--- src/rtl/fsm_pkg.sv ---
`default_nettype none
// ============================================================================
// Module      : fsm_pkg
// Description : State type, state width and default parameters for fsm_dbnc.
// Revision    : 1.0 - initial release
// ============================================================================
package fsm_pkg;

    localparam int c_state_w = 3;

    typedef enum logic [c_state_w-1:0] {
        ST_IDLE = 3'd0,
        ST_LOW  = 3'd1,
        ST_RISE = 3'd2,
        ST_HIGH = 3'd3,
        ST_FALL = 3'd4
    } state_t;

    localparam int c_def_cnt_w     = 4;
    localparam int c_def_rise_cnt  = 3;
    localparam int c_def_fall_cnt  = 3;
    localparam int c_def_stuck_cnt = 255;

endpackage : fsm_pkg
`default_nettype wire

--- src/rtl/fsm_sat_cnt.sv ---
`default_nettype none
// ============================================================================
// Module      : fsm_sat_cnt
// Description : Saturating up-counter with synchronous clear.
// Revision    : 1.0 - initial release
// ============================================================================
module fsm_sat_cnt #(
    parameter int              WIDTH = 16,
    parameter logic [WIDTH-1:0] MAX  = '1
) (
    input  logic             clk,
    input  logic             rst,
    input  logic             clr,
    input  logic             inc,
    output logic [WIDTH-1:0] count
);

    logic [WIDTH-1:0] r_count;

    always_ff @(posedge clk) begin
        if (rst || clr) begin
            r_count <= '0;
        end else if (inc && (r_count != MAX)) begin
            r_count <= r_count + WIDTH'(1);
        end
    end

    assign count = r_count;

endmodule : fsm_sat_cnt
`default_nettype wire

--- src/rtl/fsm_dbnc.sv ---
`default_nettype none
// ============================================================================
// Module      : fsm_dbnc
// Description : Debounce / edge-qualify FSM with filtered level and edge pulses.
//               Optional HIGH-dwell 'stuck' flag built when FSM_DBNC_STUCK_EN
//               is defined.
// Revision    : 1.0 - initial release
// ============================================================================
module fsm_dbnc
    import fsm_pkg::*;
#(
    parameter int CNT_W     = c_def_cnt_w,
    parameter int RISE_CNT  = c_def_rise_cnt,
    parameter int FALL_CNT  = c_def_fall_cnt,
    parameter int STUCK_CNT = c_def_stuck_cnt
) (
    input  logic                 mclk,
    input  logic                 mreset,
    input  logic                 en,
    input  logic                 a,
    output logic                 level,
    output logic                 rise_p,
    output logic                 fall_p,
    output logic [c_state_w-1:0] state_o,
    output logic                 stuck
);

    localparam logic [CNT_W-1:0] c_rise_thr = CNT_W'(RISE_CNT);
    localparam logic [CNT_W-1:0] c_fall_thr = CNT_W'(FALL_CNT);
    localparam logic [CNT_W-1:0] c_one      = CNT_W'(1);

    state_t           r_state;
    state_t           w_next;
    logic [CNT_W-1:0] r_cnt;
    logic [CNT_W-1:0] w_cnt;
    logic [CNT_W-1:0] w_cnt_inc;
    logic             w_rise;
    logic             w_fall;
    logic             r_level;
    logic             r_rise_p;
    logic             r_fall_p;

    assign w_cnt_inc = r_cnt + c_one;

    always_comb begin
        w_next = r_state;
        w_cnt  = r_cnt;
        w_rise = 1'b0;
        w_fall = 1'b0;
        if (!en) begin
            // Disable wins even over a threshold reached on this edge.
            w_next = ST_IDLE;
            w_cnt  = '0;
        end else begin
            case (r_state)
                ST_IDLE: begin
                    w_cnt  = '0;
                    w_next = a ? ST_HIGH : ST_LOW;
                end
                ST_LOW: begin
                    w_cnt = '0;
                    if (a) begin
                        if (c_rise_thr == c_one) begin
                            w_next = ST_HIGH;
                            w_rise = 1'b1;
                        end else begin
                            w_next = ST_RISE;
                            w_cnt  = c_one;
                        end
                    end
                end
                ST_RISE: begin
                    if (!a) begin
                        w_next = ST_LOW;
                        w_cnt  = '0;
                    end else if (w_cnt_inc == c_rise_thr) begin
                        w_next = ST_HIGH;
                        w_rise = 1'b1;
                        w_cnt  = '0;
                    end else begin
                        w_cnt = w_cnt_inc;
                    end
                end
                ST_HIGH: begin
                    w_cnt = '0;
                    if (!a) begin
                        if (c_fall_thr == c_one) begin
                            w_next = ST_LOW;
                            w_fall = 1'b1;
                        end else begin
                            w_next = ST_FALL;
                            w_cnt  = c_one;
                        end
                    end
                end
                ST_FALL: begin
                    if (a) begin
                        w_next = ST_HIGH;
                        w_cnt  = '0;
                    end else if (w_cnt_inc == c_fall_thr) begin
                        w_next = ST_LOW;
                        w_fall = 1'b1;
                        w_cnt  = '0;
                    end else begin
                        w_cnt = w_cnt_inc;
                    end
                end
                default: begin
                    w_next = ST_IDLE;
                    w_cnt  = '0;
                end
            endcase
        end
    end

    always_ff @(posedge mclk) begin
        if (mreset) begin
            r_state  <= ST_IDLE;
            r_cnt    <= '0;
            r_level  <= 1'b0;
            r_rise_p <= 1'b0;
            r_fall_p <= 1'b0;
        end else begin
            r_state  <= w_next;
            r_cnt    <= w_cnt;
            r_level  <= (w_next == ST_HIGH) || (w_next == ST_FALL);
            r_rise_p <= w_rise;
            r_fall_p <= w_fall;
        end
    end

    assign level   = r_level;
    assign rise_p  = r_rise_p;
    assign fall_p  = r_fall_p;
    assign state_o = r_state;

`ifdef FSM_DBNC_STUCK_EN
    localparam logic [15:0] c_stuck_max = 16'(STUCK_CNT);

    logic        w_next_high;
    logic [15:0] w_dwell;
    logic        r_stuck;

    assign w_next_high = (w_next == ST_HIGH);

    // Counter holds the number of HIGH cycles so far, including the one
    // being entered, so 'stuck' lands on HIGH cycle STUCK_CNT+1.
    fsm_sat_cnt #(
        .WIDTH (16),
        .MAX   (c_stuck_max)
    ) u_dwell (
        .clk   (mclk),
        .rst   (mreset),
        .clr   (!w_next_high),
        .inc   (w_next_high),
        .count (w_dwell)
    );

    always_ff @(posedge mclk) begin
        if (mreset) begin
            r_stuck <= 1'b0;
        end else begin
            r_stuck <= w_next_high && (w_dwell == c_stuck_max);
        end
    end

    assign stuck = r_stuck;
`else
    logic w_unused_stuck;
    assign w_unused_stuck = (STUCK_CNT != 0);
    assign stuck          = 1'b0;
`endif

endmodule : fsm_dbnc
`default_nettype wire

--- config.mk ---
export PLATFORM = sky130hd
export DESIGN_NAME = fsm_dbnc
export DESIGN_NICKNAME = d
export VERILOG_FILES = /design/src/rtl/fsm_pkg.sv /design/src/rtl/fsm_sat_cnt.sv /design/src/rtl/fsm_dbnc.sv
export SDC_FILE = /design/constraint.sdc
export NUM_CORES = 1
export LEC_CHECK = 0
export CAP_MARGIN = 40
export CORE_AREA = 4 4 41 43
export DETAILED_ROUTE_END_ITERATION = 8
export DIE_AREA = 0 0 45 47
export PLACE_DENSITY = 0.66
export SYNTH_ARGS = -nofsm -noshare
export SYNTH_HDL_FRONTEND = slang
export SYNTH_SLANG_ARGS = --single-unit
--- constraint.sdc ---
create_clock -name mclk -period 1.8 [get_ports mclk]
set_input_delay 0.36 -clock mclk [delete_from_list [all_inputs] [get_ports mclk]]
set_output_delay 0.36 -clock mclk [all_outputs]
set_load 0.01 [all_outputs]
# --- Word level (Yosys, flattened, before mapping) ---
# Cells that the tools add are included.
# Widths: inputs -> output; s select.
word_totals:
  output_inout_bits: 7
  elab_cells: 38
  register_bits: 10
classes:
  n_mux: 16
  n_reduce_logical: 5
  n_bitwise: 4
  n_addsub: 1
  n_eq_ne: 7
op_table:
  columns: ["op", "n"]
  rows:
  - ["$mux 3", 7]
  - ["$pmux 4 s4", 1]
  - ["$pmux 3 s5", 1]
  - ["$mux 4", 3]
  - ["$eq 3x2->1 const B", 3]
  - ["$reduce_or 4->1", 2]
  - ["$eq 3x3->1 const B", 2]
  - ["$add 4x1->4 const B", 1]
  - ["$eq 4x2->1 const B", 1]
  - ["$not 1->1", 4]
  - ["$eq 3x1->1 const B", 1]
  - ["$logic_not 3->1", 1]
  - ["$mux 1", 3]
  - ["$mux 2", 1]
  - ["$reduce_or 2->1", 1]
  - ["$logic_or 1x1->1", 1]

# --- Longest topological paths before layout ---
logic_depth:
  ltp_word: 8
  depth_mapped: 6
  mapped_depth_nobuf: 6

# --- Worst setup path before layout ---
# Ideal clock, no wire load.
synth_timing:
  kind: "register -> register"
  start: "register r_cnt[0]"
  end: "register r_level (netlist: level)"
  path_buffers: 0
  t_required_ps: 1677
  setup_slack_ps: 338
  synth_period_minus_slack_ps: 1462
  t_arrival_ps: 1339
  setup_ps: 123
  path_stages_with_launch: 7
  cell_sequence: "dfxtp_1 ha_1 nor3_1 a41oi_2 nand2b_4 a32oi_2 a21oi_2"
synth_via:
  elab_chain_cells: 8
  elab_cells_between_ends: 11
  cone_classes: "add/sub (1); eq/ne (3); mux (6); reduce/logical (1)"
synth_lines:
  columns: ["element", "line_no", "text"]
  rows:
  - ["from (decl)", "fsm_dbnc.sv:34", "logic [CNT_W-1:0] r_cnt;"]
  - ["from (signal assigned)", "fsm_dbnc.sv:125", "r_cnt <= w_cnt;"]
  - ["$add 4x1->4 *", "fsm_dbnc.sv:43", "assign w_cnt_inc = r_cnt + c_one;"]
  - ["$eq 4x2->1 *", "fsm_dbnc.sv:76, fsm_dbnc.sv:100", null]
  - ["$mux 3, on equally long branches", "fsm_dbnc.sv:100, fsm_dbnc.sv:76", null]
  - ["$mux 3, on equally long branches", "fsm_dbnc.sv:97, fsm_dbnc.sv:73", null]
  - ["$pmux 3 s5 *", "fsm_dbnc.sv:55", "case (r_state)"]
  - ["$mux 3 *", "fsm_dbnc.sv:50", "if (!en) begin"]
  - ["$eq 3x2->1 or $eq 3x3->1 (tied branches)", "fsm_dbnc.sv:126", "r_level <= (w_next == ST_HIGH) || (w_next == ST_FALL);"]
  - ["$logic_or 1x1->1 *", "fsm_dbnc.sv:126", null]
  - ["to (signal assigned)", "fsm_dbnc.sv:126", null]
  - ["to (decl)", "fsm_dbnc.sv:39", "logic r_level;"]
# Every way passes the cells marked *; elsewhere a longest branch is shown, timed or not.
# A chain may end at the register's enable or synchronous reset.

# --- Final worst setup path ---
layout_timing:
  start: "register r_state[1] (netlist: state_o[1])"
  end: "output state_o[1]"
layout_lines:
  columns: ["element", "line_no", "text"]
  rows:
  - ["from (decl)", "fsm_dbnc.sv:32", "state_t r_state;"]
  - ["from (signal assigned)", "fsm_dbnc.sv:124", "r_state <= w_next;"]
  - ["to (decl)", "fsm_dbnc.sv:24", "output logic [c_state_w-1:0] state_o,"]
# No word-level cell between the ends.

==> results list <==
* Req. time, crit path: 1.44 ns
* Min Clock Period, post-route: approximately 1.7 ns
- The signal on the critical path passes through clkdlybuf4s50_1.
* Die height: approximately 47 um
* Crit path max-delay family: buffers and inverters
* Overall power consumption: between 400 and 500 uW
* Maximum fanout along the worst path: 9
* Part of the total power dissipated in the clock network: between 40% and 50%
- Data on the critical path arrives at its endpoint at between 1 and 1.5 ns.
* Setup TNS Final: 0 ns
- The run finished with clean final reports.
- Based on the critical path, the design can be clocked at up to roughly 0.59 GHz.
* Site row count: 13
* Register share of total power: around half
- The number of clock buffers added by TritonCTS is 3.
- DPL Wire Length: 784 um
* Internal Pwr Total: ~370 uW
- In this run, post-CTS hold repair placed 0 buffers.
- Final #Nets: 80
- The count of nets left with antenna violations once routing finished came out at 0.
- Counting tap cells, the placed design contains a total of 84 instances.
- Worst Hold Class: reg -> reg
* Lkg Pwr: around 0.24 nW
- Worst setup skew after layout: between 0.002 and 0.003 ns
- Post-CTS setup buffer count: 0
* DRC violations left: 0
- CTS H-tree lvls: 1
* Proportion of power drawn by combinational gates: around 9.9%
- Max-slew violation count: 0
- In this run switching power makes up a little over a fifth of total power.
- Clock-pin slew was measured on the worst setup and hold paths at roughly 0.06 ns.
- By area the synthesized netlist is led by sky130_fd_sc_hd__dfxtp_1 (37%), sky130_fd_sc_hd__nor2_1 (4.9%), sky130_fd_sc_hd__xnor2_1 (4.9%).
- Initial antenna violation count: 0
* Hold Slack: approximately 0.56 ns
* Unique masters post-synth: 32
* Sort of element at the end of the critical path: primary output
- Share of post-route cells with drive strength above 1: approximately 16%
* Synthesized area per cell: slightly below 9 um2
- Share of the yosys chip area belonging to registers: between 30% and 40%
- sky130_fd_sc_hd__dfxtp_1 is the most common cell in the netlist.
- I/O pin count: 11
* Area of the die: between 2000 and 2500 um2
- After clock tree synthesis, the repair step resized 0 gates.
* Slowest-stage cell, CP: sky130_fd_sc_hd__clkdlybuf4s50_1
- Die Wd: 45 um
- Synth Instances: 61
- For this configuration, the core starts out at a cell density of between 40% and 50%.
* Top cells by instance count after synthesis: sky130_fd_sc_hd__dfxtp_1 (10), sky130_fd_sc_hd__nor2_1 (7), sky130_fd_sc_hd__nand2_1 (5)
- In the final routed layout, each cell accounts on average for 11.2 um.
- For this block, the via count after detailed routing is ~470.
* Ratio of total power to cell area: roughly 700 nW/um2
* Area post-placement: between 600 and 700 um2
- Yosys printed 0 warnings.
- In this run, synthesis inferred 0 flip-flops with an integrated enable.
- Global routing consumed, over all layers together, 10.6% of the routing resources.
- Post-synthesis cell area: ~540 um2
- The tool flagged a number of max-cap violations equal to 0.
* Async set or reset register ratio after synthesis: 0%
* Worst IR drop on VDD: 0.533 mV
- Setup repair after global routing missed its margin: no
- The final count of hold timing violations is 0.
- Clock root buffer: sky130_fd_sc_hd__clkbuf_4
- The floorplan step defined a core boundary enclosing ~1300 um2.
- CTS tree: done
- Period utilization: about 95%
* Post-synthesis to final-layout area growth: 26.4%
- After routing the design area is 683 um2.
- Routability-driven placement finished with a final weighted congestion of between 0.8 and 0.9.
- Count of TritonRoute iterations in the first routing pass: 4
- Counting every sink on the clock net gives 10.
* Critical path buffer and inverter count: 1
- The worst setup path is launched from a flip-flop.
- Total net switching power: between 90 and 100 uW
- After detailed routing, the number of vias per cell comes to roughly 5.3.
* Initial drt markers: 12
* Yosys top cell area share: ~37%
* Maximum number of pins on one net before global-route repair: 10
- Seq cells post-synth: 10
- When the netlist entered floorplanning its net count stood at 67.
* Maximum cell stage delay along the critical path: approximately 0.6 ns
- Wires add up to approximately 1000 um.
- Filler-free cell count of the finished design: 88
- Counting along the longest clock path gives a buffer depth of 2.
- The later pin in the worst-skew pair is clocked with a latency of 0.25 ns.
- Setup violations remaining at the end of the flow were counted as 0.
* Number of antenna diodes: 0
* Number of global-route vias before repair: 401
- The first global-routing pass estimated approximately 1700 um of wire.
- The setup path with the least slack is of type reg -> out.
* Residual overflow from global routing: 0
- Number of port buffers: 9
- Among all flip-flop cells after synthesis, the most frequent one is sky130_fd_sc_hd__dfxtp_1.
- sky130_fd_sc_hd__dfxtp_1 takes more of the synthesized area than any other cell.
metal layers:
metal	share of wire, %	track usage (%)
met1	47	13.6
met2	45	16.4
met3	8.0	4.21
met4	0	3.51
met5	0	0
flip-flops by register name (all words and copies together) (netlist names):
name / flops
rise_p: 1
r_cnt: 4
level: 1
fall_p: 1
state_o: 3
cell families after synthesis:
family	Yosys count	synth area share (%)
flip-flops	10	37.0
buffers and inverters	6	5.32
XOR/XNOR	3	4.86
other	1	0.694
AO/OA/AOI/OAI	13	19.7
AND/OR/NAND/NOR	26	27.8
adder cells (fa/ha/maj)	2	4.63
power groups by stage:
stage,Combinational (mW),Clock [mW],Sequential (mW)
2_1_floorplan,0.0276,0,0.236
3_3_place_gp,0.0467,0,0.237
3_5_place_dp,0.0463,0,0.237
4_1_cts,0.0467,0.201,0.232
5_1_grt,0.0502,0.213,0.233
6_report,0.0467,0.193,0.232
metrics by stage:
step                      util (%)  setup WS (ns)
after floorplan                  -          0.338
after global placement        49.7          0.178
after detailed placement      49.7          0.183
after CTS                     52.5          0.105
after global routing          52.5         0.0320
final                         52.5         0.0955
cells in the final DEF, fill, tap and decap left out, types with 2 or more instances in the layout:
| cell | count |
|---|---|
| sky130_fd_sc_hd__clkdlybuf4s50_1 | 9 |
| sky130_fd_sc_hd__o21ai_0 | 3 |
| sky130_fd_sc_hd__a21oi_1 | 2 |
| sky130_fd_sc_hd__nand2_1 | 5 |
| sky130_fd_sc_hd__xnor2_1 | 3 |
| sky130_fd_sc_hd__ha_1 | 2 |
| sky130_fd_sc_hd__nor2_1 | 7 |
| sky130_fd_sc_hd__buf_4 | 2 |
| sky130_fd_sc_hd__inv_1 | 3 |
| sky130_fd_sc_hd__nor3_1 | 2 |
| sky130_fd_sc_hd__clkbuf_4 | 3 |
| sky130_fd_sc_hd__dfxtp_1 | 10 |
final timing paths:
kind,depth (start not counted),slack [ns],end,start
setup / recovery,1,0.1,state_o[1],state_o[1]
hold / removal,2,0.56,fall_p,state_o[2]
setup reg to reg,6,0.23,level,r_cnt[0]
hold reg to reg,2,0.56,fall_p,state_o[2]
final cells by class:
| type | instances | area (um2) |
|---|---|---|
| Inverter | 3 | 11.3 |
| Fill cell | 130 | 618 |
| Sequential cell | 10 | 200 |
| Timing Repair Buffer | 11 | 105 |
| Multi-Input combinational cell | 45 | 312 |
| Clock buffer | 4 | 36.3 |
| Tap cell | 15 | 18.8 |
Note: power is estimated with default switching activity, not from simulation.
